### src/rtl/mult_div_sequencer.sv
// mult_div_sequencer: iterative MULT/MULTU/DIV/DIVU unit that owns HI/LO.
// Shift-add multiply and restoring divide retire one bit per clock.
// Optional build macro MULT_DIV_SIGNED_EN enables signed MULT/DIV (op_i[1]);
// without it every op is unsigned and PREP/FIX are pass-through cycles.
module mult_div_sequencer #(
  parameter int DATA_WIDTH = 32
) (
  input  logic                  clk,
  input  logic                  reset,
  input  logic                  start_i,
  input  logic [1:0]            op_i,
  input  logic [DATA_WIDTH-1:0] rs_data_i,
  input  logic [DATA_WIDTH-1:0] rt_data_i,
  input  logic                  hi_we_i,
  input  logic                  lo_we_i,
  input  logic [DATA_WIDTH-1:0] wr_data_i,
  output logic                  busy_o,
  output logic                  done_o,
  output logic                  div_by_zero_o,
  output logic [DATA_WIDTH-1:0] hi_o,
  output logic [DATA_WIDTH-1:0] lo_o
);
  localparam int W  = DATA_WIDTH;
  localparam int CW = $clog2(DATA_WIDTH + 1);

  typedef enum logic [2:0] {
    S_IDLE,
    S_PREP,
    S_RUN,
    S_FIX,
    S_DONE
  } state_t;

  state_t          state, state_n;
  logic [CW-1:0]   cnt;
  logic            op_div_r;
  logic            dz_r;
  logic [W-1:0]    a_r, b_r, a_mag, b_mag, opnd;
  logic [2*W-1:0]  prod, mul_next, div_next;
  logic [W:0]      mul_sum, div_sh;
  logic            div_ge;
  logic [W-1:0]    div_rem;
  logic [W-1:0]    res_hi, res_lo;
  logic [W-1:0]    hi_r, lo_r;
  logic            accept, busy, div_zero;

`ifdef MULT_DIV_SIGNED_EN
  logic            sgn_r, neg_q, neg_r;

  // Conditional two's-complement negation, operand width.
  function automatic logic [W-1:0] neg_w(input logic [W-1:0] v, input logic en);
    return en ? -v : v;
  endfunction

  // Conditional two's-complement negation, product width.
  function automatic logic [2*W-1:0] neg_2w(input logic [2*W-1:0] v, input logic en);
    return en ? -v : v;
  endfunction

  assign a_mag = neg_w(a_r, sgn_r && a_r[W-1]);
  assign b_mag = neg_w(b_r, sgn_r && b_r[W-1]);
`else
  logic            unused_op_sign;

  assign unused_op_sign = op_i[1];
  assign a_mag          = a_r;
  assign b_mag          = b_r;
`endif

  assign busy     = (state == S_PREP) || (state == S_RUN) || (state == S_FIX);
  assign accept   = start_i && ((state == S_IDLE) || (state == S_DONE));
  assign div_zero = op_div_r && (b_r == '0);

  // One iteration step for each algorithm; prod holds {acc/remainder, multiplier/quotient}.
  assign mul_sum  = {1'b0, prod[2*W-1:W]} + (prod[0] ? {1'b0, opnd} : {(W+1){1'b0}});
  assign mul_next = {mul_sum, prod[W-1:1]};
  assign div_sh   = {prod[2*W-1:W], prod[W-1]};
  assign div_ge   = (div_sh >= {1'b0, opnd});
  assign div_rem  = div_ge ? (div_sh[W-1:0] - opnd) : div_sh[W-1:0];
  assign div_next = {div_rem, prod[W-2:0], div_ge};

  // State register.
  always_ff @(posedge clk) begin
    if (reset) state <= S_IDLE;
    else       state <= state_n;
  end

  // Next-state logic.
  always_comb begin
    state_n = state;
    case (state)
      S_IDLE: if (start_i) state_n = S_PREP;
      S_PREP: state_n = div_zero ? S_DONE : S_RUN;
      S_RUN:  if (cnt == CW'(1)) state_n = S_FIX;
      S_FIX:  state_n = S_DONE;
      S_DONE: state_n = start_i ? S_PREP : S_IDLE;
      default: state_n = S_IDLE;
    endcase
  end

  // Operand capture and iterative datapath; no reset, contents are don't-care until PREP.
  always_ff @(posedge clk) begin
    if (accept) begin
      op_div_r <= op_i[0];
      a_r      <= rs_data_i;
      b_r      <= rt_data_i;
`ifdef MULT_DIV_SIGNED_EN
      sgn_r    <= op_i[1];
`endif
    end
    if (state == S_PREP) begin
      prod <= {{W{1'b0}}, op_div_r ? a_mag : b_mag};
      opnd <= op_div_r ? b_mag : a_mag;
`ifdef MULT_DIV_SIGNED_EN
      neg_q <= sgn_r && (a_r[W-1] ^ b_r[W-1]);
      neg_r <= sgn_r && a_r[W-1];
`endif
    end else if (state == S_RUN) begin
      prod <= op_div_r ? div_next : mul_next;
    end
  end

  // Sign correction applied while in FIX; the result is written to HI/LO on the edge into DONE.
  always_comb begin
    res_hi = prod[2*W-1:W];
    res_lo = prod[W-1:0];
`ifdef MULT_DIV_SIGNED_EN
    if (!op_div_r) begin
      {res_hi, res_lo} = neg_2w(prod, neg_q);
    end else begin
      res_lo = neg_w(prod[W-1:0], neg_q);
      res_hi = neg_w(prod[2*W-1:W], neg_r);
    end
`endif
  end

  // Iteration counter, divide-by-zero flag and architectural HI/LO.
  always_ff @(posedge clk) begin
    if (reset) begin
      cnt  <= '0;
      dz_r <= 1'b0;
      hi_r <= '0;
      lo_r <= '0;
    end else begin
      if (accept) dz_r <= 1'b0;
      if (state == S_PREP) begin
        cnt  <= CW'(W);
        dz_r <= div_zero;
      end else if (state == S_RUN) begin
        cnt <= cnt - CW'(1);
      end
      if (!busy) begin
        if (hi_we_i) hi_r <= wr_data_i;
        if (lo_we_i) lo_r <= wr_data_i;
      end
      if (state == S_FIX) begin
        hi_r <= res_hi;
        lo_r <= res_lo;
      end
    end
  end

  assign busy_o        = busy;
  assign done_o        = (state == S_DONE);
  assign div_by_zero_o = (state == S_DONE) && dz_r;
  assign hi_o          = hi_r;
  assign lo_o          = lo_r;

endmodule

### config.mk
export PLATFORM = sky130hd
export DESIGN_NAME = mult_div_sequencer
export DESIGN_NICKNAME = d
export VERILOG_FILES = /design/src/rtl/mult_div_sequencer.sv
export SDC_FILE = /design/constraint.sdc
export NUM_CORES = 1
export LEC_CHECK = 0
export BUFFER_PORTS_ARGS = -buffer_cell sky130_fd_sc_hd__buf_2
export CORE_MARGIN = 4
export CORE_UTILIZATION = 30
export CTS_CLUSTER_DIAMETER = 60
export CTS_CLUSTER_SIZE = 10
export DETAILED_ROUTE_END_ITERATION = 16
export MAX_ROUTING_LAYER = met4
export PLACE_DENSITY = 0.46
export SLEW_MARGIN = 5
export SYNTH_ARGS = -nofsm -noshare
export SYNTH_HDL_FRONTEND = slang
export SYNTH_SLANG_ARGS = --single-unit
export TNS_END_PERCENT = 10
### constraint.sdc
create_clock -name clk -period 8 [get_ports clk]
set_input_delay 1.2 -clock clk [delete_from_list [all_inputs] [get_ports clk]]
set_output_delay 1.2 -clock clk [all_outputs]
set_load 0.01 [all_outputs]
* Word-level counts from Yosys, hierarchy flattened
Index checks and enable logic that the tools add are counted.
Cells by class: $add $sub $neg 3, order comparisons 1, eq/ne operators 8, muxes and demuxes 22, reductions and logical operators 16
Operators by type and width (number):
- two-way mux 32 bit | 12
- two-way mux 64 bit | 1
- adder 32 x 32 -> 33 bit | 1
- greater-or-equal comparator 33 x 32 -> 1 bit | 1
- logical NOT 32 bit | 1
- subtractor 32 bit | 1
- one-hot mux 3 bit (5 select lines) | 1
- two-way mux 6 bit | 2
- two-way mux 3 bit | 3
- nonzero test 2 bit | 4
- equality test 3 x 2 -> 1 bit, second input constant | 2
- equality test 6 x 1 -> 1 bit, second input constant | 1
- AND reduction 2 bit | 3
- subtractor 6 x 1 -> 6 bit, second input constant | 1
- != test 2 x 1 -> 1 bit, second input constant | 2
- equality test 3 x 1 -> 1 bit, second input constant | 1
- equality test 3 bit, second input constant | 1
- logical AND 1 bit | 3
- logical NOT 3 bit | 1
- logical OR 1 bit | 3
- two-way mux 1 bit | 3
- != test 2 bit, second input constant | 1
- OR reduction 2 bit | 1
Word-level totals: register bits 235, bits of input ports 103, output and inout bits 67, logic and storage cells 62

* Depth between registers and ports, before layout
word-level depth 5, mapped depth 15

* Worst setup path before layout
No wires, ideal clock.
kind input to register, start point input start_i, end point register a_r[0], in the netlist a_mag[0] (enable), setup time 0.431 ns, data arrival time 2.745 ns, required time 7.569 ns, setup slack 4.824 ns, cell stages on the path 1, path through and2_1
Between the ends: longest elaborated chain between the ends 1
RTL lines:
- start: declaration | RTL line 10 | input logic start_i,
- logical AND 1 bit | RTL line 71 | assign accept = start_i && ((state == S_IDLE) || (state == S_DONE));
- end signal: assignment | RTL line 105 | a_r <= rs_data_i;
- end: declaration | RTL line 38 | logic [W-1:0] a_r, b_r, a_mag, b_mag, opnd;
Every way passes these cells. A chain may end at the register's enable or synchronous reset.

* Final worst setup path
start point register prod[0], end point register prod[61]
Between the ends: longest elaborated chain between the ends 3
RTL lines:
- start: declaration | RTL line 39 | logic [2*W-1:0] prod, mul_next, div_next;
- start signal: assignment | RTL line 112 | prod <= {{W{1'b0}}, op_div_r ? a_mag : b_mag};
- start signal: assignment | RTL line 119 | prod <= op_div_r ? div_next : mul_next;
- two-way mux 32 bit | RTL line 75 | assign mul_sum = {1'b0, prod[2*W-1:W]} + (prod[0] ? {1'b0, opnd} : {(W+1){1'b0}});
- adder 32 x 32 -> 33 bit | RTL line 75
- two-way mux 64 bit | RTL line 119
Every way passes these cells.

==> impl_metrics.toml <==
[outcome]
outcome = "complete, no violations"

[timing]
post-route-period-util_pct = 51.88
timing.max_slew.rel_slack_pct = 27.26
fin_ws_ns = 3.849
finalCriticalPeriod_ns = 4.151
fin_worst_skew_ns = 0.02312
holdWs_ns = 0.4819
achievable-frequency_mhz = 240.9
timing_hold_violations_final = 0
max_slew.worst_pin.slew_ns = 1.091
rsz0062_at_grt = "no"
finalSetupViolCount = 0
setup-tns-final_ns = 0
timing.final.max_slew_violations = 0

[finish]
nFillCells = 4395
nets = 1627
area.sequential_um2 = 5996
drive_above_1_share_pct = 20.38
postLayoutCellArea_um2 = 15570
multi_input_area_um2 = 6817
flow.area_growth_from_synthesis_pct = 17.08
most_frequent_cells_in_the_layout = "sky130_fd_sc_hd__buf_2 (168), sky130_fd_sc_hd__nand2_1 (138), sky130_fd_sc_hd__edfxtp_1 (129), sky130_fd_sc_hd__dfxtp_1 (106), sky130_fd_sc_hd__a21oi_1 (103)"
leading_cell_type_in_the_layout_fill_and_taps_excluded = "sky130_fd_sc_hd__buf_2"

[synth]
synthesis.yosys.warnings = 0
synth-async-reset-ratio_pct = 0
count_of_unique_library_cells_instantiated_by_yosys = 65
synth_enable_flop_cells = 129
yosys_register_bits = 235
synthesis.nets = 1493
synth_sequential_area_ratio_pct = 45.09
mappedNetlistArea_um2 = 13300
synth_top_flop_cell = "sky130_fd_sc_hd__edfxtp_1"
syn_inst = 1322
synthesis.area_per_instance_um2 = 10.06

[global_routing]
grt_max_degree = 75
vias_in_the_first_global_route = 10830
antenna_found_initial = 0
grt_first_pass_wirelength_um = 66100
grt.total_usage_pct = 18.15
gr-total-overflow = 0

[clock_tree]
htree_num_levels = 1
clock_pin_transition_on_the_worst_setup_and_hold_timing_paths_ns = 0.06
clkLatencyLatePin_ns = 0.55
clk_path_buf_depth = 3
cts_post_setup_buffers_inserted = 0
clock_sink_count = 235
ctsResizeCount = 0
cts-hold-fix-buffers = 0
cts-buffers-inserted = 28
ctsRootBufferMaster = "sky130_fd_sc_hd__clkbuf_16"
tritoncts_clock_tree = "built"

[detailed_routing]
drt-initial-drc-count = 702
first_pass_iters = 5
detail_route.vias_per_cell = 5.211
drc_violations_left = 0
final_wl_um = 42910
vias = 10750
postRouteAntennaNets = 0
detail_route.wl_per_cell_um = 20.80

[critical_path]
timing.setup.critical_path_class = "flip-flop to flip-flop"
r2r_end = "prod[61]$_SDFFE_PP0P_"
critical-path-top-cell-by-count = "sky130_fd_sc_hd__a21oi_1"
worstPathMaxFanout = 34
max_incr_delay_on_cp_ns = 1.07
worstSetupPathDepth = 13
timing.reg2reg.setup_slack_ns = 3.85
worst-path-buf-inv = 0
cp_top_family = "compound AO/OA/AOI/OAI gates"
worstSetupStartpointType = "flip-flop"
cp_cell_sequence = "and2_1 > ha_1 > fa_1 > a21oi_1 > nand4b_1 > a31oi_1 > o2111ai_1 > a21oi_1 > a31oi_1 > a21oi_1 > o21a_1 > o21ai_1 > a32o_1"
worst_ep_arrival_time_ns = 4.58
cp_slowest_cell = "sky130_fd_sc_hd__edfxtp_1"
number_of_cells_on_the_worst_reg_to_reg_path = 13
timing.critical_path.from = "prod[0]$_DFFE_PP_"
crit_end = "prod[61]$_SDFFE_PP0P_"
reg2reg_start = "prod[0]$_DFFE_PP_"
worst_ep_required_time_ns = 8.43
worst_setup_path_end_kind = "flip-flop"

[power]
power_leakage_nw = 6.353
design_power_total_mw = 4.205
share_comb_of_total_power_pct = 32.9
peakVddDrop_mv = 0.1531
power_report.internal_total_mw = 2.731
power.switching_mw = 1.475
clockPowerShare_pct = 28.7
power_density_nw_per_um2 = 270.1
p_sw_share_pct = 35.07
power_frac_seq_pct = 38.4

[floorplan]
rows = 76
floorplan.die.height_um = 218.5
core_area_um2 = 43460
die-area_um2 = 47760
die_width_um = 218.5
initial_utilization_pct = 30.60
top_level_ports = 170

[placement]
placement.setup.worst_slack_ns = 3.902
gpl.final_weighted_congestion = 0.8556
post-dp-hpwl_um = 32110
place.port_buffers = 168
placed_cell_areas_um2 = 14710

[min_path]
worst_hold_path_type = "flip-flop to flip-flop"
holdPathStages = 2

[job]
maxCapViolCount = 0
-- worst reg2reg max path: cells and delay by family, from the launching register on --
kind	cells	cell delay, ns
simple gates	2	0.47
fa+ha+maj	2	0.43
compound gates	9	2.05
flops	1	1.07
-- worst min-delay path by stage --
stage / from / to / slack [ns]
2_1_floorplan: dz_r$_SDFFE_PP0P_ / dz_r$_SDFFE_PP0P_ / 0.46
3_3_place_gp: lo_o[25]$_SDFFE_PP0P_ / lo_o[25]$_SDFFE_PP0P_ / 0.47
3_5_place_dp: lo_o[27]$_SDFFE_PP0P_ / lo_o[27]$_SDFFE_PP0P_ / 0.47
4_1_cts: lo_o[27]$_SDFFE_PP0P_ / lo_o[27]$_SDFFE_PP0P_ / 0.49
5_1_grt: lo_o[8]$_SDFFE_PP0P_ / lo_o[8]$_SDFFE_PP0P_ / 0.51
6_report: lo_o[27]$_SDFFE_PP0P_ / lo_o[27]$_SDFFE_PP0P_ / 0.48
-- registers in the layout, indices dropped and copies added, names as in the netlist --
register,flops
dz_r,1
cnt,6
state,3
opnd,32
hi_o,32
lo_o,32
b_mag,32
prod,64
a_mag,32
op_div_r,1
-- cell usage after synthesis (8+ instances only) --
cell type | count | area, um2
sky130_fd_sc_hd__ha_1 | 66 | 825.8
sky130_fd_sc_hd__a21oi_1 | 104 | 520.5
sky130_fd_sc_hd__mux4_2 | 32 | 720.7
sky130_fd_sc_hd__nor2b_1 | 10 | 62.56
sky130_fd_sc_hd__a21o_1 | 35 | 262.8
sky130_fd_sc_hd__mux2_2 | 35 | 394.1
sky130_fd_sc_hd__clkbuf_1 | 67 | 251.5
sky130_fd_sc_hd__nor3_1 | 19 | 95.09
sky130_fd_sc_hd__xnor2_1 | 28 | 245.2
sky130_fd_sc_hd__a22o_1 | 14 | 122.6
sky130_fd_sc_hd__nor4_1 | 9 | 56.30
sky130_fd_sc_hd__a22oi_1 | 33 | 247.7
sky130_fd_sc_hd__edfxtp_1 | 129 | 3874
sky130_fd_sc_hd__inv_1 | 51 | 191.4
sky130_fd_sc_hd__o21ai_1 | 17 | 85.08
sky130_fd_sc_hd__nor2_1 | 91 | 341.6
sky130_fd_sc_hd__a211oi_1 | 8 | 60.06
sky130_fd_sc_hd__a31oi_1 | 23 | 143.9
sky130_fd_sc_hd__and2_1 | 38 | 237.7
sky130_fd_sc_hd__xor2_1 | 32 | 280.3
sky130_fd_sc_hd__nand4_1 | 13 | 81.33
sky130_fd_sc_hd__o21a_1 | 9 | 67.56
sky130_fd_sc_hd__nand3_1 | 52 | 260.3
sky130_fd_sc_hd__dfxtp_1 | 106 | 2122
sky130_fd_sc_hd__nand2_1 | 139 | 521.8
sky130_fd_sc_hd__a311oi_1 | 35 | 306.5
sky130_fd_sc_hd__o21ai_0 | 28 | 140.1
-- layer usage --
metal | global-route usage [%] | share of wire [%]
met5 | - | 0
met4 | 2.844 | 1.1
met3 | 1.808 | 4.5
met2 | 28.47 | 46
met1 | 26.10 | 48
-- power by group through the flow --
stage               Combinational (mW)  Sequential [mW]  Clock (mW)
floorplan                         1.03             1.56           0
global placement                  1.37             1.64           0
detailed placement                1.38             1.64           0
CTS                               1.39             1.61        1.24
global route                      1.54             1.63        1.29
finish                            1.38             1.61        1.21
-- kinds of logic (layout without fill, tap and decap cells) --
kind of cell	after synthesis	in the layout	share of synthesized area, %
fa+ha+maj	68	68	6.511
compound gates	349	349	17.52
xor+xnor	60	60	3.952
simple gates	400	400	13.95
flops	235	235	45.09
other cells	0	1	0
mux	76	76	9.099
buf+inv	134	289	3.877
-- stage by stage --
stage                     cells  utilization, %
after floorplan            1322               -
after CTS                  2062           35.82
after global routing       2062           35.82
after detailed placement   2011           33.84
after global placement     2011           33.84
final                      2063           35.83
-- final cells by class --
class,instances,share of cell area (%)
clock inverter,2,0.2411
inverter,54,1.302
clock buffer,49,5.272
multi-input combinational,953,43.78
timing repair buffer,184,6.172
antenna,1,0.01607
tap,585,4.701
sequential,235,38.51
(Power assumes the default switching activity.)
